--- src/rtl/reg_nibble_reader.sv ---
// Parallel-load, serial-readout register reader with a valid/ready bit handshake.
// Optional even-parity trailer bit is enabled by defining READER_PARITY_EN.
module reg_nibble_reader #(
    parameter int WIDTH     = 4,
    parameter int LSB_FIRST = 1
) (
    input  logic             clk,
    input  logic             reset,
    input  logic             start,
    input  logic [WIDTH-1:0] data_in,
    input  logic             ser_ready,
    output logic             ser_out,
    output logic             ser_valid,
    output logic             busy,
    output logic             done
);

    localparam int CNT_W = $clog2(WIDTH + 2);
`ifdef READER_PARITY_EN
    localparam int NUM_BITS = WIDTH + 1;
`else
    localparam int NUM_BITS = WIDTH;
`endif
    localparam logic [CNT_W-1:0] LAST_IDX = CNT_W'(NUM_BITS - 1);

    typedef enum logic [1:0] {
        IDLE  = 2'd0,
        SHIFT = 2'd1,
        DONE  = 2'd2
    } state_t;

    state_t             r_state;
    state_t             w_nextState;
    logic [WIDTH-1:0]   r_shiftReg;
    logic [WIDTH-1:0]   w_shifted;
    logic [CNT_W-1:0]   r_count;
    logic               w_load;
    logic               w_advance;
    logic               w_headBit;
    logic               w_txBit;

    assign w_headBit = (LSB_FIRST != 0) ? r_shiftReg[0] : r_shiftReg[WIDTH-1];
    assign w_shifted = (LSB_FIRST != 0) ? (r_shiftReg >> 1) : (r_shiftReg << 1);

`ifdef READER_PARITY_EN
    logic r_parity;

    // Once all data bits are out, the counter sits at WIDTH and the trailer goes out.
    assign w_txBit = (r_count == CNT_W'(WIDTH)) ? r_parity : w_headBit;

    always_ff @(posedge clk or negedge reset) begin
        if (!reset) begin
            r_parity <= 1'b0;
        end else if (w_load) begin
            r_parity <= ^data_in;
        end
    end
`else
    assign w_txBit = w_headBit;
`endif

    always_ff @(posedge clk or negedge reset) begin
        if (!reset) begin
            r_state <= IDLE;
        end else begin
            r_state <= w_nextState;
        end
    end

    always_comb begin
        w_nextState = r_state;
        w_load      = 1'b0;
        w_advance   = 1'b0;
        ser_out     = 1'b0;
        ser_valid   = 1'b0;
        busy        = 1'b0;
        done        = 1'b0;
        case (r_state)
            IDLE: begin
                if (start) begin
                    w_load      = 1'b1;
                    w_nextState = SHIFT;
                end
            end
            SHIFT: begin
                ser_valid = 1'b1;
                busy      = 1'b1;
                ser_out   = w_txBit;
                if (ser_ready) begin
                    w_advance = 1'b1;
                    if (r_count == LAST_IDX) begin
                        w_nextState = DONE;
                    end
                end
            end
            DONE: begin
                busy        = 1'b1;
                done        = 1'b1;
                w_nextState = IDLE;
            end
            default: begin
                w_nextState = IDLE;
            end
        endcase
    end

    // The word is frozen at capture, so later data_in activity cannot disturb a readout.
    always_ff @(posedge clk or negedge reset) begin
        if (!reset) begin
            r_shiftReg <= '0;
            r_count    <= '0;
        end else if (w_load) begin
            r_shiftReg <= data_in;
            r_count    <= '0;
        end else if (w_advance) begin
            r_shiftReg <= w_shifted;
            r_count    <= r_count + CNT_W'(1);
        end
    end

endmodule

--- config.mk ---
export PLATFORM = sky130hd
export DESIGN_NAME = reg_nibble_reader
export DESIGN_NICKNAME = d
export VERILOG_FILES = /design/src/rtl/reg_nibble_reader.sv
export SDC_FILE = /design/constraint.sdc
export NUM_CORES = 1
export LEC_CHECK = 0
export CAP_MARGIN = 0
export CORE_AREA = 2 2 39 41
export CTS_BUF_LIST = sky130_fd_sc_hd__clkbuf_8
export CTS_CLUSTER_SIZE = 25
export DETAILED_ROUTE_END_ITERATION = 12
export DIE_AREA = 0 0 41 43
export PLACE_DENSITY_LB_ADDON = 0.05
export SLEW_MARGIN = 20
export SYNTH_ARGS = -nofsm -noshare
export SYNTH_HDL_FRONTEND = slang
export SYNTH_SLANG_ARGS = --single-unit
--- constraint.sdc ---
create_clock -name clk -period 2.4 [get_ports clk]
set_input_delay 0.48 -clock clk [delete_from_list [all_inputs] [get_ports clk]]
set_output_delay 0.48 -clock clk [all_outputs]
set_load 0.02 [all_outputs]
Word level (Yosys, flattened, before mapping)
Cells that the tools add are included.
{ "word_totals": {"regBits": 9, "in_bits": 8, "output_inout_bits": 4} }
{ "op_classes": {"addsub": 1, "eq_ne": 6, "muxes": 16, "n_reduce_logical": 4} }
{ "ops": {"columns": ["cell", "count"], "rows": [
  ["2-to-1 mux 1 bit", 8],
  ["2-to-1 mux 4 bit", 2],
  ["2-to-1 mux 2 bit", 3],
  ["2-to-1 mux 3 bit", 2],
  ["!= test 2 bit (second input constant)", 3],
  ["case mux 2 bit (2 select lines)", 1],
  ["adder 3 x 1 -> 3 bit (second input constant)", 1],
  ["equality test 3 x 2 -> 1 bit (second input constant)", 1],
  ["AND reduction 3 bit", 1],
  ["equality test 2 x 1 -> 1 bit (second input constant)", 1],
  ["equality test 2 bit (second input constant)", 1],
  ["zero test 2 bit", 1],
  ["nonzero test 2 bit", 1],
  ["OR reduction 2 bit", 1]
]} }

Logic depth before layout (Yosys ltp)
Gate-level depths: netlist of run 1.
{ "logic_depth": {"word_depth": 4, "depth_mapped": 5} }

Least setup slack after synthesis of run 1
No wires, ideal clock.
{ "synth_path": {"kind": "register -> register", "start": "reg r_state[1]", "end": "reg r_state[0]", "setup_ns": 0.128, "t_arrival_ns": 1.346, "t_required_ns": 2.272, "setup_slack_ns": 0.927, "stages_incl_launch_ff": 5, "n_path_buf": 0, "period_less_slack_ns": 1.473, "cell_sequence": "dfrtp_1 > inv_1 > ha_1 > a222oi_1 > mux2_1"} }
{ "synth_via": {"elab_chain_len": 3, "word_cells_on_any_way": 7, "classes_between": "eq/ne: 4; mux: 1; reduce/logical: 2"} }
{ "synth_rtl": {"columns": ["element", "line", "source"], "rows": [
  ["start, declared", "32", "state_t r_state;"],
  ["start signal, assigned", "66", "r_state <= w_nextState;"],
  ["equality test 2 x 1 -> 1 bit / zero test 2 bit (equally long branches)", "78", "case (r_state)"],
  ["!= test 2 bit (no source line)", null, null],
  ["AND reduction 3 bit (no source line)", null, null]
]} }
Parallel ways exist; a longest one is shown, timed or not.
A chain may end at the register's enable or synchronous reset.

Worst setup path after layout of run 1
{ "layout_path": {"start": "reg r_state[1]", "end": "out ser_out"} }
{ "layout_via": {"elab_chain_len": 2} }
{ "layout_rtl": {"columns": ["element", "line", "source"], "rows": [
  ["equality test 2 x 1 -> 1 bit", "78", null],
  ["2-to-1 mux 1 bit", "78", null],
  ["end, declared", "12", "output logic ser_out,"]
]} }
No other way between the ends.

==> flow_summary.toml, run 1 <==
[final_layout]
drive_above_1_share = 0.0909
antennaDiodeCount = 0
post-route-util = 0.499
multi_input_area_sq_um = 268
syn2layout_area_growth_pct = 34.0
nFillCells = 134
layout_commonest_cell = "clkdlybuf4s50_1"
regArea_sq_um = 225
layout_common_cells = "11 x clkdlybuf4s50_1, 9 x dfrtp_1, 7 x ha_1"
nets = 82

[critical_path]
ff2ff_path_depth = 4
endpoint = "ser_out"
worstPathCellList = "inv_1 -> ha_1 -> and2_1 -> clkdlybuf4s50_1"
max_stage_delay_ps = 590
startpoint = "r_state[1]"
r2r-end = "r_state[0]"
critPathMaxFanout = 6
rr_startpoint = "r_state[1]"
startpoint_type = "flip-flop"
cp-end-kind = "output port"
crit_path_top_delay_cell = "clkdlybuf4s50_1"
path_class = "reg2out"
regToRegSetupSlack_ps = 820
required_ps = 1920
arrival_ps = 1780

[synthesis]
ys_ff_latch = 9
synth_cells = 51
synth.avg_cell_area_sq_um = 10.1
syn_nets = 66
synthDistinctLibCells = 18
yosys_warnings = 0
seq_area_frac_synth = 0.437
syn_area_sq_um = 515

[timing]
slew_headroom = 0.731
finalSetupViolations = 0
worst_pin_slew_ps = 403
finalClockSkew_ps = 2.12
tns_ps = 0
max_freq_mhz = 442
hold_ws_ps = 517
finalMaxSlewViolations = 0
hold_violations = 0
period_minus_slack_ps = 2260
rsz0062_at_grt = "no"
fin_crit_sh = 0.942

[drt]
dr.pass1.iters = 4
dr_total_vias = 396
routed_via_density = 4.83
drt_iter0_drc = 11
wirelength_um = 895
ant_nets = 0
post_drt_wl_per_cell_um = 10.9
route.detailed.drc = 0

[status]
status = "finished clean"

[clock_network]
cts_root_buf = "clkbuf_8"
cts_setup_buffers = 0
cts_tree = "built"
cts_hold_buf = 0
htreeDepth = 1
clock_path_buffers = 2
cts_resized = 0
clk_latency_ps = 230
cts_sinks = 9
clkTransAtPathRegs_ps = 40
cts_buffers = 3

[placement]
routabilityCongestion = 0.644
port_buffers = 11
dp_hpwl_um = 709

[floorplan]
die_area_sq_um = 1760
core_area_sq_um = 1380
die_h_um = 43
initial_utilization = 0.373
die_w_um = 41
top_level_ports = 12
placementRows = 14

[worst_hold_path]
hold_class = "reg2reg"

[pwr]
power_density_nw_per_um2 = 1220
ir_worst_vdd_uv = 484
p_leak_nw = 0.335

[global_routing]
grt_pass1_wl_mm = 1.57
antenna_found_initial = 0
grt_max_degree = 10
grt_pass1_vias = 371
gr-total-overflow = 0
track_usage = 0.132

[flow_run]
cap_violations = 0
==> critical path, delay by kind of cell, from the launching register on <==
kind / cells / cell delay, ps
and+or+nand+nor: 1 / 160
buffers and inverters: 2 / 710
DFF: 1 / 390
adders and majority gates: 1 / 290
==> stage by stage <==
stage / cell area (sq um) / cells / setup slack (ps) / power (mW)
after detailed placement: 646 / 78 / 389 / 0.684
after CTS: 691 / 82 / 128 / 0.858
final: 691 / 82 / 140 / 0.843
after global placement: 646 / 78 / 393 / 0.684
after floorplan: 515 / 51 / 927 / 0.550
after global routing: 691 / 82 / 56.7 / 0.924
==> sequential cells by signal, indices dropped and copies added, names as in the netlist <==
name        count
r_count         3
r_shiftReg      4
r_state         2
==> report_power, final <==
group	switching [mW]	leakage, nW	internal, mW
registers	0.0383	0.111	0.219
logic	0.215	0.196	0.203
clock network	0.0560	0.0269	0.111
==> how the worst min path moves through the flow <==
stage | start | to | slack [ps] | cells after the start
after floorplan | reset | r_count[0] | 180 | 0
after global placement | r_shiftReg[3] | r_shiftReg[3] | 500 | 2
after detailed placement | r_shiftReg[3] | r_shiftReg[3] | 510 | 2
after CTS | r_shiftReg[3] | r_shiftReg[3] | 520 | 2
after global routing | r_count[2] | r_count[2] | 540 | 2
final | r_shiftReg[3] | r_shiftReg[3] | 520 | 2
==> logic make-up after synthesis <==
family / count (synthesis) / share of synthesized area
AND/OR/NAND/NOR: 15 / 0.134
AO/OA/AOI/OAI: 9 / 0.119
flip-flops: 9 / 0.437
adder cells (fa/ha/maj): 7 / 0.170
buffers and inverters: 6 / 0.0437
multiplexers: 4 / 0.0801
XOR/XNOR: 1 / 0.0170
==> per-layer routing <==
layer  GRT usage  share of wire  up-vias
met4      0.0600         0.0056        0
met3      0.0314          0.045        2
met5           0              0        -
met1       0.197           0.49      180
met2       0.175           0.46       12
li1            -              -      202
==> synth_stat cells (all sizes together) <==
library cell | number | area share
nand2 | 6 | 0.049
nor2 | 4 | 0.029
a221o | 1 | 0.019
dfrtp | 9 | 0.44
mux2i | 3 | 0.058
a222oi | 1 | 0.019
a221oi | 1 | 0.017
mux2 | 1 | 0.022
o21a | 1 | 0.015
nand3 | 2 | 0.019
inv | 6 | 0.044
xor2 | 1 | 0.017
ha | 7 | 0.17
and2 | 2 | 0.024
or2 | 1 | 0.012
a21oi | 5 | 0.049
==> area by class of cell <==
class,count,area share
Timing Repair Buffer,11,0.159
Multi-Input combinational cell,36,0.388
Clock inverter,1,0.00543
Clock buffer,3,0.0598
Inverter,6,0.0326
Tap cell,16,0.0290
Sequential cell,9,0.326
No activity file was read; power rests on OpenSTA's default activity.
==> run 2: changes to the inputs <==
ABC_CLOCK_PERIOD_IN_PS = 2400   (was unset)
CTS_CLUSTER_DIAMETER = 30   (was unset)
==> results of run 2 <==
No change in the layout: final DEF, timing and power equal those of run 1.
==> patch 1 (config.mk and constraints of run 1) <==
Change the parameter `WIDTH` from 4 to 8.
--- a/src/rtl/reg_nibble_reader.sv
+++ b/src/rtl/reg_nibble_reader.sv
@@ -3,3 +3,3 @@
 module reg_nibble_reader #(
-    parameter int WIDTH     = 4,
+    parameter int WIDTH     = 8,
     parameter int LSB_FIRST = 1
Interface: changed (resized data_in); port bits go from 12 to 16. No check against the original RTL was run, so the function may have changed too.
==> patch 1 against run 1 <==
  * Worst setup slack improved by 0.023 ns
  * Power up 29%
  * Routed wire length grew 40%
  * Synthesized area increased by 39%
  * Sequential cell count is 5 higher
  * Die area stayed put
  * Register-to-register slack lost 0.07 ns
  * Cell area up 36%
  * Utilization rose by 18 points
==> patch 1: results <==
set metrics [dict create \
    status "finished clean" \
    yosys-top-cells-area "dfrtp_1, ha_1, mux2i_1" \
    reg.largest.list "r_shiftReg x8, r_count x4, r_state x2" \
    yosysWarnings 0 \
    track_usage_pct 19.5 \
    yosysSeqAreaShare_pct 48.8 \
    cp.arrival_ns 1.76 \
    ys_types 17 \
    wl_um 1250 \
    synth.top_cells.by_count "dfrtp_1, nand2_1, o21ai_0, mux2i_1, ha_1" \
    drive_gt1_share_pct 8.05 \
    numCtsBuffers 3 \
    syn_nets 88 \
    yosys-mux-area-fraction_pct 12.9 \
    synth-xor-area-share_pct 2.44 \
    grt_max_degree 21 \
    vias 545 \
    root_buffer "clkbuf_8" \
    synth-adder-area-share_pct 10.5 \
    fillers 123 \
    diodes 0 \
    place_hpwl_um 876 \
    grt_antenna_before_repair 0 \
    post-place-ws_ns 0.414 \
    drt_iter0_markers 4 \
    syn_inst 70 \
    place_area_um2 883 \
    gp_congestion 0.633 \
    num-nets-final 106 \
    critical_path.max_fanout 5 \
    synthFlopType "dfrtp_1" \
    hold_path_class "reg -> reg" \
    syn_area_um2 718 \
    fin_skew_ns 0.00220 \
    p_leak_nw 0.458 \
    post-route-util_pct 67.8 \
    clk_pin_slew_ns 0.06 \
    placedCellCount 99 \
    portBuffers 15 \
    clock_latency_ns 0.24 \
    max_slew_margin_pct 58.5 \
    cp_slowest_cell "clkdlybuf4s50_1" \
    routed_via_density 5.29 \
    ir_drop_uv 892 \
    grt_pass1_wl_um 2190 \
    synth-compound-area-share_pct 9.06 \
    synth-async-reset-ratio_pct 100 \
]
## patch 1: final timing paths
path                                from            end  slack [ns]  depth (start not counted)
max                           r_state[1]        ser_out        0.16                          4
min                        r_shiftReg[7]  r_shiftReg[7]        0.52                          2
max reg2reg                   r_state[0]     r_state[0]        0.75                          4
max in group asynchronous          reset  r_shiftReg[1]        1.38                          1
min reg2reg                r_shiftReg[7]  r_shiftReg[7]        0.52                          2
min in group asynchronous          reset     r_state[1]        0.63                          1
## patch 1: final cells by class
type                    count  share of cell area, %
clock buffers               4                   5.87
inverters                   4                   1.60
multi-input cells          49                   36.3
flip-flops and latches     14                   37.3
well taps                  16                   2.13
repair buffers             16                   16.8
## patch 1: where the power goes
group          internal, mW  switching (mW)  total [mW]
clock network         0.145          0.0795       0.225
registers             0.337          0.0651       0.402
logic                 0.224           0.238       0.463
## patch 1: layer usage
metal	track usage [%]	wire, um
met5	0	0
met1	22.5	575
met3	7.85	68
met4	12.0	18
met2	28.7	592
==> patch 2 (flow settings as in run 1) <==
Without the edit above. Re-encode `state_t` (3 states) as one-hot, 3 bits wide.
--- a/src/rtl/reg_nibble_reader.sv
+++ b/src/rtl/reg_nibble_reader.sv
@@ -25,6 +25,6 @@
 
-    typedef enum logic [1:0] {
-        IDLE  = 2'd0,
-        SHIFT = 2'd1,
-        DONE  = 2'd2
+    typedef enum logic [2:0] {
+        IDLE  = 3'b001,
+        SHIFT = 3'b010,
+        DONE  = 3'b100
     } state_t;
Function: no difference found for any inputs over 10 cycles, from zero or initial values and one cycle with reset low; not proved beyond that.
==> patch 2 against run 1 <==
  * Worst setup slack better by 0.053 ns
  * Count of clock-buffer cells in the layout unchanged
  * Synthesized area down 6.1%
  * Fmax up 2.4%
  * Cell area down 4.2%
  * Global-route usage up 0.58 points
  * Critical path depth unchanged
  * Sequential cell count up 1
  * Routed wire length up 3.4%
  * Power down 20%
  * Worst hold slack worse by 0.049 ns
  * Register-to-register slack better by 0.27 ns
  * Largest power group is now sequential cells
  * Highest routed layer is now met3
==> patch 2: results <==
set metrics [dict create \
    root_buffer "clkbuf_8" \
    synthFlopType "dfrtp_1" \
    portBuffers 11 \
    hold_path_class "reg -> reg" \
    clock_latency_ns 0.23 \
    ir_drop_uv 480 \
    critical_path.max_fanout 5 \
    crit_type "reg -> out" \
    grt_pass1_wl_um 1530 \
    post-place-ws_ns 0.293 \
    reg.largest.list "r_shiftReg x4, r_count x3, r_state x3" \
    gp_congestion 0.576 \
    num-nets-final 63 \
    cp.arrival_ns 1.73 \
    p_leak_nw 0.338 \
    grt_pass1_vias 339 \
    hp-start "r_shiftReg[0]" \
    yosysWarnings 0 \
    rr_startpoint "r_state[0]" \
    yosys-top-cells-area "dfrtp_1, and4bb_4, a22o_2" \
    syn_nets 47 \
    clk_pin_slew_ns 0.05 \
    grt_max_degree 11 \
    track_usage_pct 13.7 \
    status "finished clean" \
    grt_antenna_before_repair 0 \
    place_hpwl_um 672 \
    synth.top_cells.by_count "dfrtp_1, a21o_1, a22o_1, a22o_2" \
    drive_gt1_share_pct 25.0 \
    ys_types 19 \
    first_pass_iters 3 \
    yosysSeqAreaShare_pct 51.9 \
    vias 344 \
    max_slew_margin_pct 69.5 \
    h-tree-depth 1 \
    intPower_uw 478 \
    hold_end "r_shiftReg[0]" \
    drt_iter0_markers 3 \
    reg2reg_slack_ns 1.09 \
    diodes 0 \
    tns_ns 0 \
    fin_skew_ns 0.00681 \
    finalHoldViolCount 0 \
    clockBufferDepth 2 \
    reg2reg_depth 3 \
    wl_per_cell_um 13.6 \
    synth-async-reset-ratio_pct 100 \
    r2r-end "r_count[0]" \
    fillers 132 \
    whs_path_depth 1 \
    numCtsBuffers 3 \
]
[patch 2: power groups by stage]
stage                     clock network [mW]  registers, mW  logic (mW)
after floorplan                            0          0.268       0.167
after global placement                     0          0.274       0.218
after detailed placement                   0          0.281       0.225
after CTS                              0.177          0.280       0.227
after global routing                   0.194          0.286       0.246
final                                  0.171          0.280       0.222
[patch 2: metal layers]
metal | part of all wire (%) | track usage, %
met2 | 53 | 19.7
met1 | 43 | 17.2
met4 | 0 | 10.0
met3 | 4.2 | 3.14
met5 | 0 | 0
[patch 2: what timing repair did]
item | in CTS | in global routing
endpoints found under the setup margin | 0 | 1
setup buffers | 0 | 0
resized for setup | 0 | 1
hold buffers | 0 | 0
[patch 2: area by class of cell]
class	count	area share, %
Clock buffer	3	6.24
Timing Repair Buffer	11	17.0
Sequential cell	10	38.0
Tap cell	16	3.02
Clock inverter	1	0.567
Inverter	2	1.13
Multi-Input combinational cell	25	34.0
[patch 2: worst max path at each step]
stage	end	slack [ns]	depth (start not counted)
2_1_floorplan	busy	0.68	2
3_3_place_gp	busy	0.36	4
3_5_place_dp	busy	0.29	4
4_1_cts	busy	0.04	4
5_1_grt	ser_out	0.06	4
6_report	ser_out	0.19	4
[patch 2: critical path, stage by stage (launching register included)]
cell and delay [ns]:
dfstp_2 0.38, nand2b_1 0.18, nor2_1 0.20, and2_1 0.15
clkdlybuf4s50_1 0.59
[patch 2: cells by family after synthesis]
logic type / after synthesis / share of synthesized area [%]
adders and majority gates: 2 / 5.17
muxes: 1 / 3.10
buffers and inverters: 2 / 1.55
AOI/OAI and AO/OA: 11 / 19.6
and+or+nand+nor: 11 / 18.6
DFF: 10 / 51.9
[patch 2: stage by stage]
stage	cell area (um2)	std cells	utilization [%]	hold slack, ns	power, mW
CTS	659	68	47.6	0.471	0.684
finish	662	68	47.8	0.467	0.673
global route	662	68	47.8	0.490	0.726
detailed placement	614	64	44.4	0.460	0.506
global placement	614	64	44.4	0.461	0.493
floorplan	484	37	-	0.184	0.435
